--- config.mk ---
export PLATFORM = sky130hd
export DESIGN_NAME = song_sequencer_ctrl_flat
export DESIGN_NICKNAME = d
export VERILOG_FILES = /design/src/rtl/song_sequencer_ctrl_pkg.sv /design/src/rtl/song_sequencer_ctrl_if.sv /design/src/rtl/song_sequencer_ctrl_timer.sv /design/src/rtl/song_sequencer_ctrl.sv /design/src/flat_wrapper.sv
export SDC_FILE = /design/constraint.sdc
export NUM_CORES = 1
export LEC_CHECK = 0
export BUFFER_PORTS_ARGS = -buffer_cell sky130_fd_sc_hd__buf_2
export CAP_MARGIN = 5
export CORE_MARGIN = 4
export CORE_UTILIZATION = 50
export CTS_BUF_LIST = sky130_fd_sc_hd__clkbuf_2 sky130_fd_sc_hd__clkbuf_4 sky130_fd_sc_hd__clkbuf_8
export CTS_CLUSTER_DIAMETER = 150
export DETAILED_ROUTE_END_ITERATION = 10
export PLACE_DENSITY_LB_ADDON = 0.3
export SLEW_MARGIN = 15
export SYNTH_ARGS = -nofsm -noshare
export SYNTH_HDL_FRONTEND = slang
export SYNTH_HIERARCHICAL = 1
export SYNTH_SLANG_ARGS = --single-unit
--- constraint.sdc ---
create_clock -name clk -period 3.92 [get_ports clk]
set_clock_uncertainty 0.05 [all_clocks]
set_input_delay 0.784 -clock clk [delete_from_list [all_inputs] [get_ports clk]]
set_output_delay 0.784 -clock clk [all_outputs]
set_load 0.01 [all_outputs]
--- src/rtl/song_sequencer_ctrl_pkg.sv ---
// Shared types for the song sequencer: FSM state encoding and the ROM note word.
// Latency: n/a (types and constants only).
// Backpressure: n/a.
package song_player_pkg;

  localparam int NOTE_PITCH_W   = 7;
  localparam int NOTE_DUR_W     = 14;
  // A zero duration in a ROM word marks the end of the song.
  localparam int END_MARKER_DUR = 0;

  typedef enum logic [2:0] {
    S_IDLE,
    S_FETCH,
    S_WAIT_ROM,
    S_NOTE,
    S_GAP,
    S_PAUSED
  } seq_state_e;

  typedef struct packed {
    logic [NOTE_PITCH_W-1:0] pitch;
    logic [NOTE_DUR_W-1:0]   dur;
  } note_word_t;

endpackage

--- src/rtl/song_sequencer_ctrl_if.sv ---
// UI, song ROM and tone-generator signals of the song sequencer.
// Latency: n/a (wires only).
// Backpressure: ROM reads wait for rom_valid; UI inputs are single-cycle pulses.
interface song_sequencer_ctrl_if #(
  parameter int SONG_W  = 3,
  parameter int IDX_W   = 8,
  parameter int PITCH_W = 7,
  parameter int DUR_W   = 14
);
  logic                      play;
  logic                      pause;
  logic                      stop;
  logic [SONG_W-1:0]         song_select;
  logic [SONG_W+IDX_W-1:0]   rom_addr;
  logic                      rom_rd;
  logic                      rom_valid;
  logic [PITCH_W+DUR_W-1:0]  rom_data;
  logic [PITCH_W-1:0]        note_pitch;
  logic                      note_on;
  logic [IDX_W-1:0]          note_index;
  logic                      busy;
  logic                      song_done;

  // Sequencer side.
  modport master (
    input  play, pause, stop, song_select, rom_valid, rom_data,
    output rom_addr, rom_rd, note_pitch, note_on, note_index, busy, song_done
  );

  // UI / ROM / tone-generator side.
  modport slave (
    output play, pause, stop, song_select, rom_valid, rom_data,
    input  rom_addr, rom_rd, note_pitch, note_on, note_index, busy, song_done
  );
endinterface

--- src/rtl/song_sequencer_ctrl_timer.sv ---
// Note/gap timer: counts TICKS_PER_UNIT clocks per unit and dur units per load.
// Latency: expire_o is combinational in the final counted cycle.
// Backpressure: counts only while run_i is high; load_i overrides run_i.
module note_duration_timer #(
  parameter int TICKS_PER_UNIT = 100_000,
  parameter int DUR_W          = 14
) (
  input  logic             clk,
  input  logic             reset,
  input  logic             load_i,
  input  logic [DUR_W-1:0] dur_i,
  input  logic             run_i,
  output logic             expire_o
);

  localparam int UNIT_W = (TICKS_PER_UNIT > 1) ? $clog2(TICKS_PER_UNIT) : 1;
  localparam logic [UNIT_W-1:0] UNIT_MAX = UNIT_W'(TICKS_PER_UNIT - 1);

  logic [UNIT_W-1:0] unit_cnt_q;
  logic [DUR_W-1:0]  dur_left_q;
  logic              unit_wrap;

  assign unit_wrap = (unit_cnt_q == UNIT_MAX);
  // Last clock of the last unit: the caller changes state on this cycle.
  assign expire_o  = run_i && unit_wrap && (dur_left_q == DUR_W'(1));

  // Unit prescaler and remaining-unit counter; both freeze when run_i is low.
  always_ff @(posedge clk) begin
    if (reset) begin
      unit_cnt_q <= '0;
      dur_left_q <= '0;
    end else if (load_i) begin
      unit_cnt_q <= '0;
      dur_left_q <= dur_i;
    end else if (run_i && (dur_left_q != '0)) begin
      if (unit_wrap) begin
        unit_cnt_q <= '0;
        dur_left_q <= dur_left_q - DUR_W'(1);
      end else begin
        unit_cnt_q <= unit_cnt_q + UNIT_W'(1);
      end
    end
  end

endmodule

--- src/rtl/song_sequencer_ctrl.sv ---
// Song sequencer: fetches {pitch,dur} words from the song ROM and times note/gap playback.
// Latency: play -> rom_rd 2 cycles; rom_valid -> note_on 1 cycle; note on for dur*TICKS_PER_UNIT.
// Backpressure: waits in WAIT_ROM for rom_valid; pause freezes timing. SONG_SEQ_LOOP_EN loops the song.
module song_sequencer_ctrl
  import song_player_pkg::*;
#(
  parameter int CLOCK_FREQ     = 100_000_000,
  parameter int TICKS_PER_UNIT = 100_000,
  parameter int SONG_W         = 3,
  parameter int IDX_W          = 8,
  parameter int PITCH_W        = NOTE_PITCH_W,
  parameter int DUR_W          = NOTE_DUR_W,
  parameter int GAP_UNITS      = 10
) (
  input  logic                  clk,
  input  logic                  reset,
  song_sequencer_ctrl_if.master io
);

`ifdef SONG_SEQ_LOOP_EN
  localparam bit LOOP_EN = 1'b1;
`else
  localparam bit LOOP_EN = 1'b0;
`endif

  localparam logic [DUR_W-1:0] GAP_DUR = DUR_W'(GAP_UNITS);

  // A unit cannot be shorter than one clock or longer than one second of clocks.
  if (TICKS_PER_UNIT < 1 || TICKS_PER_UNIT > CLOCK_FREQ) begin : g_bad_ticks
    $error("TICKS_PER_UNIT out of range for CLOCK_FREQ");
  end

  seq_state_e                state_q;
  seq_state_e                ret_q;
  logic [SONG_W-1:0]         song_q;
  logic [IDX_W-1:0]          note_idx_q;
  logic [SONG_W+IDX_W-1:0]   rom_addr_q;
  logic                      rom_rd_q;
  logic [PITCH_W-1:0]        pitch_q;
  logic                      note_on_q;
  logic                      song_done_q;
  logic                      pause_pend_q;

  logic [PITCH_W-1:0]        rom_pitch;
  logic [DUR_W-1:0]          rom_dur;
  logic                      end_marker;
  logic                      pause_eff;
  logic                      tmr_load;
  logic [DUR_W-1:0]          tmr_dur;
  logic                      tmr_run;
  logic                      tmr_expire;

  assign rom_pitch  = io.rom_data[PITCH_W+DUR_W-1:DUR_W];
  assign rom_dur    = io.rom_data[DUR_W-1:0];
  assign end_marker = (rom_dur == DUR_W'(END_MARKER_DUR));
  // play outranks a same-cycle pause; a pause held back from FETCH/WAIT_ROM is still owed.
  assign pause_eff  = (io.pause && !io.play) || pause_pend_q;
  assign tmr_run    = (state_q == S_NOTE) || (state_q == S_GAP);

  // Timer reload: note length on a valid ROM word, gap length as the note expires.
  always_comb begin
    tmr_load = 1'b0;
    tmr_dur  = rom_dur;
    if (!io.stop) begin
      if (state_q == S_WAIT_ROM && io.rom_valid && !end_marker) begin
        tmr_load = 1'b1;
      end else if (state_q == S_NOTE && tmr_expire) begin
        tmr_load = 1'b1;
        tmr_dur  = GAP_DUR;
      end
    end
  end

  note_duration_timer #(
    .TICKS_PER_UNIT (TICKS_PER_UNIT),
    .DUR_W          (DUR_W)
  ) u_timer (
    .clk      (clk),
    .reset    (reset),
    .load_i   (tmr_load),
    .dur_i    (tmr_dur),
    .run_i    (tmr_run),
    .expire_o (tmr_expire)
  );

  // Playback FSM with registered ROM strobe, pitch, note enable and done pulse.
  always_ff @(posedge clk) begin
    if (reset) begin
      state_q      <= S_IDLE;
      ret_q        <= S_IDLE;
      song_q       <= '0;
      note_idx_q   <= '0;
      rom_addr_q   <= '0;
      rom_rd_q     <= 1'b0;
      pitch_q      <= '0;
      note_on_q    <= 1'b0;
      song_done_q  <= 1'b0;
      pause_pend_q <= 1'b0;
    end else begin
      rom_rd_q    <= 1'b0;
      song_done_q <= 1'b0;
      if (io.stop) begin
        state_q      <= S_IDLE;
        note_on_q    <= 1'b0;
        note_idx_q   <= '0;
        pause_pend_q <= 1'b0;
      end else begin
        case (state_q)
          S_IDLE: begin
            if (io.play) begin
              song_q       <= io.song_select;
              note_idx_q   <= '0;
              pause_pend_q <= 1'b0;
              state_q      <= S_FETCH;
            end
          end
          S_FETCH: begin
            rom_rd_q   <= 1'b1;
            rom_addr_q <= {song_q, note_idx_q};
            if (io.pause && !io.play) pause_pend_q <= 1'b1;
            state_q    <= S_WAIT_ROM;
          end
          S_WAIT_ROM: begin
            if (io.pause && !io.play) pause_pend_q <= 1'b1;
            if (io.rom_valid) begin
              if (end_marker) begin
                song_done_q <= 1'b1;
                note_idx_q  <= '0;
                note_on_q   <= 1'b0;
                state_q     <= LOOP_EN ? S_FETCH : S_IDLE;
              end else begin
                pitch_q   <= rom_pitch;
                note_on_q <= 1'b1;
                state_q   <= S_NOTE;
              end
            end
          end
          S_NOTE: begin
            if (tmr_expire) begin
              note_on_q <= 1'b0;
              state_q   <= S_GAP;
              if (pause_eff) pause_pend_q <= 1'b1;
            end else if (pause_eff) begin
              note_on_q    <= 1'b0;
              ret_q        <= S_NOTE;
              pause_pend_q <= 1'b0;
              state_q      <= S_PAUSED;
            end
          end
          S_GAP: begin
            if (tmr_expire) begin
              if (pause_eff) pause_pend_q <= 1'b1;
              if (&note_idx_q) begin
                // Index space exhausted: treat exactly like the end marker.
                song_done_q <= 1'b1;
                note_idx_q  <= '0;
                state_q     <= LOOP_EN ? S_FETCH : S_IDLE;
              end else begin
                note_idx_q <= note_idx_q + IDX_W'(1);
                state_q    <= S_FETCH;
              end
            end else if (pause_eff) begin
              ret_q        <= S_GAP;
              pause_pend_q <= 1'b0;
              state_q      <= S_PAUSED;
            end
          end
          S_PAUSED: begin
            if (io.play) begin
              state_q   <= ret_q;
              note_on_q <= (ret_q == S_NOTE);
            end
          end
          default: state_q <= S_IDLE;
        endcase
      end
    end
  end

  assign io.rom_addr   = rom_addr_q;
  assign io.rom_rd     = rom_rd_q;
  assign io.note_pitch = pitch_q;
  assign io.note_on    = note_on_q;
  assign io.note_index = note_idx_q;
  assign io.busy       = (state_q != S_IDLE);
  assign io.song_done  = song_done_q;

endmodule

--- src/flat_wrapper.sv ---
// flat-port wrapper written by rule: the top's interface ports become plain ports
module song_sequencer_ctrl_flat import song_player_pkg::*;
#(
  parameter int CLOCK_FREQ     = 100_000_000,
  parameter int TICKS_PER_UNIT = 100_000,
  parameter int SONG_W         = 3,
  parameter int IDX_W          = 8,
  parameter int PITCH_W        = NOTE_PITCH_W,
  parameter int DUR_W          = NOTE_DUR_W,
  parameter int GAP_UNITS      = 10
)
  (clk, reset, io_play, io_pause, io_stop, io_song_select, io_rom_valid, io_rom_data, io_rom_addr, io_rom_rd, io_note_pitch, io_note_on, io_note_index, io_busy, io_song_done);
  song_sequencer_ctrl_if #(.SONG_W(SONG_W), .IDX_W(IDX_W), .PITCH_W(PITCH_W), .DUR_W(DUR_W)) io_i ();
  input  logic clk;
  input  logic reset;
  input wire logic [$bits(io_i.play)-1:0] io_play;
  input wire logic [$bits(io_i.pause)-1:0] io_pause;
  input wire logic [$bits(io_i.stop)-1:0] io_stop;
  input wire logic [$bits(io_i.song_select)-1:0] io_song_select;
  input wire logic [$bits(io_i.rom_valid)-1:0] io_rom_valid;
  input wire logic [$bits(io_i.rom_data)-1:0] io_rom_data;
  output wire logic [$bits(io_i.rom_addr)-1:0] io_rom_addr;
  output wire logic [$bits(io_i.rom_rd)-1:0] io_rom_rd;
  output wire logic [$bits(io_i.note_pitch)-1:0] io_note_pitch;
  output wire logic [$bits(io_i.note_on)-1:0] io_note_on;
  output wire logic [$bits(io_i.note_index)-1:0] io_note_index;
  output wire logic [$bits(io_i.busy)-1:0] io_busy;
  output wire logic [$bits(io_i.song_done)-1:0] io_song_done;
  assign io_i.play = io_play;
  assign io_i.pause = io_pause;
  assign io_i.stop = io_stop;
  assign io_i.song_select = io_song_select;
  assign io_i.rom_valid = io_rom_valid;
  assign io_i.rom_data = io_rom_data;
  assign io_rom_addr = io_i.rom_addr;
  assign io_rom_rd = io_i.rom_rd;
  assign io_note_pitch = io_i.note_pitch;
  assign io_note_on = io_i.note_on;
  assign io_note_index = io_i.note_index;
  assign io_busy = io_i.busy;
  assign io_song_done = io_i.song_done;
  song_sequencer_ctrl #(.CLOCK_FREQ(CLOCK_FREQ), .TICKS_PER_UNIT(TICKS_PER_UNIT), .SONG_W(SONG_W), .IDX_W(IDX_W), .PITCH_W(PITCH_W), .DUR_W(DUR_W), .GAP_UNITS(GAP_UNITS)) u_core (.clk(clk), .reset(reset), .io(io_i));
endmodule
* Word level (Yosys, flattened, before mapping)
Cells that the tools add are included.
** Word-level totals
- Bits in latches :: 0
- Word-level logic and storage cells :: 119
- Flip-flop bits (word level) :: 70
- Output and inout port bits :: 30
- Memory bits (writable) :: 0
- Input port bits :: 30
- Memories kept :: 0
- Memory bits (read-only) :: 0
** Operators by class
- $lt $le $gt $ge :: 0
- Bitwise operators :: 2
- Multipliers :: 0
- Div/mod/pow operators :: 0
- Add/sub/neg operators :: 3
- Muxes and demuxes :: 47
- Reduce and logical (&&, ||, !) cells :: 35
- Equal/unequal tests :: 20
- Shift-type cells :: 0
** Operator list (number)
- two-way mux 14 bit :: 6
- two-way mux 8 bit :: 5
- two-way mux 3 bit :: 10
- one-hot mux 8 bit (3 select lines) :: 1
- two-way mux 1 bit :: 18
- one-hot mux 3 bit (6 select lines) :: 1
- adder 17 x 1 -> 17 bit, second input constant :: 1
- equality test 17 bit, second input constant :: 1
- two-way mux 17 bit :: 1
- equality test 14 x 1 -> 1 bit, second input constant :: 1
- zero test 14 bit :: 1
- nonzero test 14 bit :: 1
- subtractor 14 x 1 -> 14 bit, second input constant :: 1
- != test 2 x 1 -> 1 bit, second input constant :: 6
- AND reduction 4 bit :: 3
- nonzero test 3 bit :: 4
- != test 2 bit, second input constant :: 5
- equality test 3 x 2 -> 1 bit, second input constant :: 3
- adder 8 x 1 -> 8 bit, second input constant :: 1
- AND reduction 8 bit :: 1
- OR reduction 2 bit :: 4
- logical AND 1 bit :: 7
- equality test 3 bit, second input constant :: 2
- one-hot mux 1 bit (3 select lines) :: 2
- other kinds (14) :: 21

* Longest topological paths before layout
- Depth in word-level cells :: 10
- Depth in mapped cells :: 16

* Hierarchy
The synthesis kept the hierarchy.
** Modules (own cells, without submodules)
- song_sequencer_ctrl :: sequential area each 760.7 µm², instances 1, cells each 251, area an instance 2014.4 µm²
- note_duration_timer :: sequential area each 620.6 µm², instances 1, cells each 222, area an instance 1889.3 µm²

* Worst setup path before layout
No wires, ideal clock.
- Kind :: reg-to-reg
- Start point :: register u_core.u_timer.dur_left_q[9]
- End point :: register u_core.u_timer.dur_left_q[3]
- Clock period less this slack :: 3499 ps
- Data required time :: 3737 ps
- Cell stages (with the launch flop) :: 16
- Arrival time :: 3316 ps
- Path slack :: 421 ps
- Path through :: dfxtp_1 > or4_4 > and4bb_2 > buf_2 > buf_2 > nand2_1 > nor3_1 > clkbuf_1 > nand4b_1 > clkbuf_1 > nand2_1 > clkbuf_1 > inv_1 > clkbuf_1 > o21bai_1 > a21oi_1
** Between the ends
- Longest elaborated chain between the ends :: 8
- Elaborated cells on any way between the ends :: 15
- Classes of those cells :: 1 x eq/ne; 7 x mux; 7 x reduce/logical
** RTL lines
- start, declared :: line song_sequencer_ctrl_timer.sv:20 : logic [DUR_W-1:0] dur_left_q;
- start signal, assigned :: line song_sequencer_ctrl_timer.sv:34 : dur_left_q <= dur_i;
- start signal, assigned :: line song_sequencer_ctrl_timer.sv:38 : dur_left_q <= dur_left_q - DUR_W'(1);
- equality test 14 x 1 -> 1 bit (*) :: line song_sequencer_ctrl_timer.sv:25 : assign expire_o = run_i && unit_wrap && (dur_left_q == DUR_W'(1));
- logical AND 1 bit (*) :: line song_sequencer_ctrl_timer.sv:25
- net u_core.tmr_expire :: line song_sequencer_ctrl.sv:51 : logic tmr_expire;
- logical AND 1 bit (*) :: line song_sequencer_ctrl.sv:67 : end else if (state_q == S_NOTE && tmr_expire) begin
- two-way mux 1 bit (*) :: line song_sequencer_ctrl.sv:67
- two-way mux 1 bit (*) :: line song_sequencer_ctrl.sv:65 : if (state_q == S_WAIT_ROM && io.rom_valid && !end_marker) begin
- two-way mux 1 bit (*) :: line song_sequencer_ctrl.sv:64 : if (!io.stop) begin
- net u_core.tmr_load :: line song_sequencer_ctrl.sv:48 : logic tmr_load;
- nonzero test 2 bit (no line)
- AND reduction 2 bit (no line)
The timed path passes the listed nets; every way through them passes the cells marked *.
A chain may end at the register's enable or synchronous reset.

* Final worst setup path
- Start point :: register u_core.u_timer.dur_left_q[2]
- End point :: register u_core.u_timer.dur_left_q[10]
Same word-level chain as after synthesis.

==> metrics.cfg <==
[worst_setup_path]
critPathRequiredTime_ns = 4.12
ff2ff_setup_slack_ns = 0.63
crit_path_max_fanout = 23
critPathLaunchType = flip-flop
end_kind = flip-flop
arrival_ns = 3.49
crit_type = flip-flop to flip-flop

[routing]
drt-initial-drc-count = 301
wl_um = 9890
via_count = 3710
wl_per_cell_um = 15.9
drc = 0
postRouteAntennaNets = 0
viasPerCell = 5.95
firstDrtPassIters = 5

[synth]
ys_seq_elements = 69
ys_async_sr_fraction = 0
synthMuxAreaShare = 0.0333
synth-adder-area-share = 0.0128
synth_edf_count = 0
synthSimpleGateAreaFrac = 0.296
yosysSeqAreaShare = 0.354
synth_top_area_frac = 0.354
synth_compound_area_frac = 0.194
synth_xor_area_frac = 0.0561
syn_inst = 473
synth_area_um2 = 3900
syn_avg_cell_area_um2 = 8.25
ys_top_cells_by_area = dfxtp_1 35%, xnor2_1 5.6%, nor2_1 5.6%
syn-num-nets = 507
ys_types = 64
yosys_warnings = 6
synth_top_flop_cell = dfxtp_1
synth_top_family_by_area = simple AND/OR/NAND/NOR gates
synth_largest_area_cell = dfxtp_1

[cts]
cts_buffers = 9
worstSkewPairLatency_ns = 0.36
cts_root_buf = clkbuf_8
clk_pin_slew_ns = 0.08
cts_num_sinks = 69
cts_tree = done
post_cts_resized = 0
cts.htree.levels = 3
cts_setup_buffers = 0
postCtsHoldBufs = 0
clockBufferDepth = 2

[placement]
hpwlAfterDp_um = 6840
port_buffers = 59
place_area_um2 = 4230
gp_congestion = 0.862
placed_cells = 608

[global_routing]
grt_pass1_wl_um = 16400
grt_pass1_vias = 3555
antenna_found_initial = 0
grt_max_degree = 45
grt-ovfl-total = 0
grt_usage = 0.223

[power_and_ir_drop]
power_density_nw_per_um2 = 309
peakVddDrop_uv = 221
fin_total_pwr_uw = 1360
cellLeakagePower_uw = 0.00170

[finish]
final_area_um2 = 4420
layout_commonest_cell = dfxtp_1
drive_gt1_frac = 0.198
fin_util = 0.596
nets = 554
syn2layout_area_growth_pct = 13.1
antenna_cells = 0
instances_no_fill = 624
layout_common_cells = 69 x dfxtp_1, 59 x buf_2, 58 x nor2_1, 44 x nand2_1

[floorplan]
row_count = 31
die_height_um = 96.4
fp.dieArea_um2 = 9290
pin_count = 60
die_w_um = 96.4
start_util = 0.527
core-area_um2 = 7410

[min_path]
holdCritPathClass = flip-flop to flip-flop

[timing]
tightestPinTransition_ns = 0.836
fin_crit_sh = 0.838
finalSetupViolCount = 0
period_minus_slack_ns = 3.29
rsz0062_at_grt = no
finalSetupTns_ns = 0
slew_headroom = 0.443
fmax_mhz = 304
drv_slew = 0
hold_viol = 0

[run_status]
status = finished, final reports clean

[flow_run]
drv_cap = 0

routing by layer:
metal | wire [µm] | GRT usage | vias to the layer above
met5 | 0 | 0 | -
met4 | 108 | 0.0701 | 0
met3 | 392 | 0.0446 | 11
met2 | 4870 | 0.368 | 98
met1 | 4530 | 0.292 | 1795
li1 | - | - | 1806
flip-flops by register name, summed over array words and instances, names as in the netlist:
signal / count
u_core/u_timer/dur_left_q: 14
u_core/pause_pend_q: 1
u_core/song_q: 3
u_core/io.rom_addr: 11
u_core/io.note_on: 1
u_core/state_q: 3
u_core/io.note_index: 8
u_core/io.rom_rd: 1
u_core/io.note_pitch: 7
u_core/ret_q: 2
u_core/u_timer/unit_cnt_q: 17
u_core/io.song_done: 1
where the power goes:
part / internal (µW) / switching, µW
Combinational: 37.0 / 59.0
Clock: 244 / 316
Sequential: 704 / 3.88
cell families after synthesis:
logic type | after synthesis
simple gates | 213
compound gates | 103
flops | 69
buf+inv | 46
xor+xnor | 25
mux | 13
fa+ha+maj | 4
metrics by stage:
| step | worst slack, ns | hold slack (ns) |
|---|---|---|
| floorplan | 0.421 | 0.382 |
| global placement | 0.656 | 0.391 |
| detailed placement | 0.542 | 0.399 |
| CTS | 0.646 | 0.413 |
| global route | 0.268 | 0.439 |
| finish | 0.635 | 0.409 |
worst max-delay path, stage by stage (launching register included):
cell,delay (ns)
dfxtp_1,0.36
nor4_1,0.64
and4bb_2,0.37
nand2_1,0.08
nor3_1,0.20
nand4b_1,0.12
buf_4,0.19
nand2_1,0.28
inv_1,0.38
and4_1,0.31
a2111oi_2,0.20
worst paths after layout:
check	cells after the start	endpoint	startpoint
worst min register to register	2	u_core/io.rom_addr[7]	u_core/io.rom_addr[7]
worst max-delay path	10	u_core/u_timer/dur_left_q[10]	u_core/u_timer/dur_left_q[2]
worst max register to register	10	u_core/u_timer/dur_left_q[10]	u_core/u_timer/dur_left_q[2]
worst min-delay path	2	u_core/io.rom_addr[7]	u_core/io.rom_addr[7]
layout make-up:
| type | instances | area, µm² |
|---|---|---|
| Fill cell | 678 | 2990 |
| Sequential cell | 69 | 1380 |
| Tap cell | 99 | 124 |
| Inverter | 15 | 56.3 |
| Clock inverter | 7 | 62.6 |
| Multi-Input combinational cell | 358 | 2310 |
| Timing Repair Buffer | 67 | 355 |
| Clock buffer | 9 | 124 |
synthesized netlist by cell type (4+ instances only):
library cell / instances
nor3_1: 13
a31oi_1: 4
or3_1: 4
and4_1: 8
o21ai_0: 12
mux2i_1: 13
buf_2: 11
a21oi_1: 25
clkbuf_1: 16
a211oi_1: 16
nor4_1: 5
ha_1: 4
inv_1: 14
xnor2_1: 25
nand4b_1: 4
a2111oi_0: 16
nor2b_1: 4
dfxtp_1: 69
a21o_1: 4
and2_1: 15
nor2_1: 58
nand2_1: 44
nand3_1: 17
nand4_1: 7
nand2b_1: 7
Power figures use the tool's default switching activity.
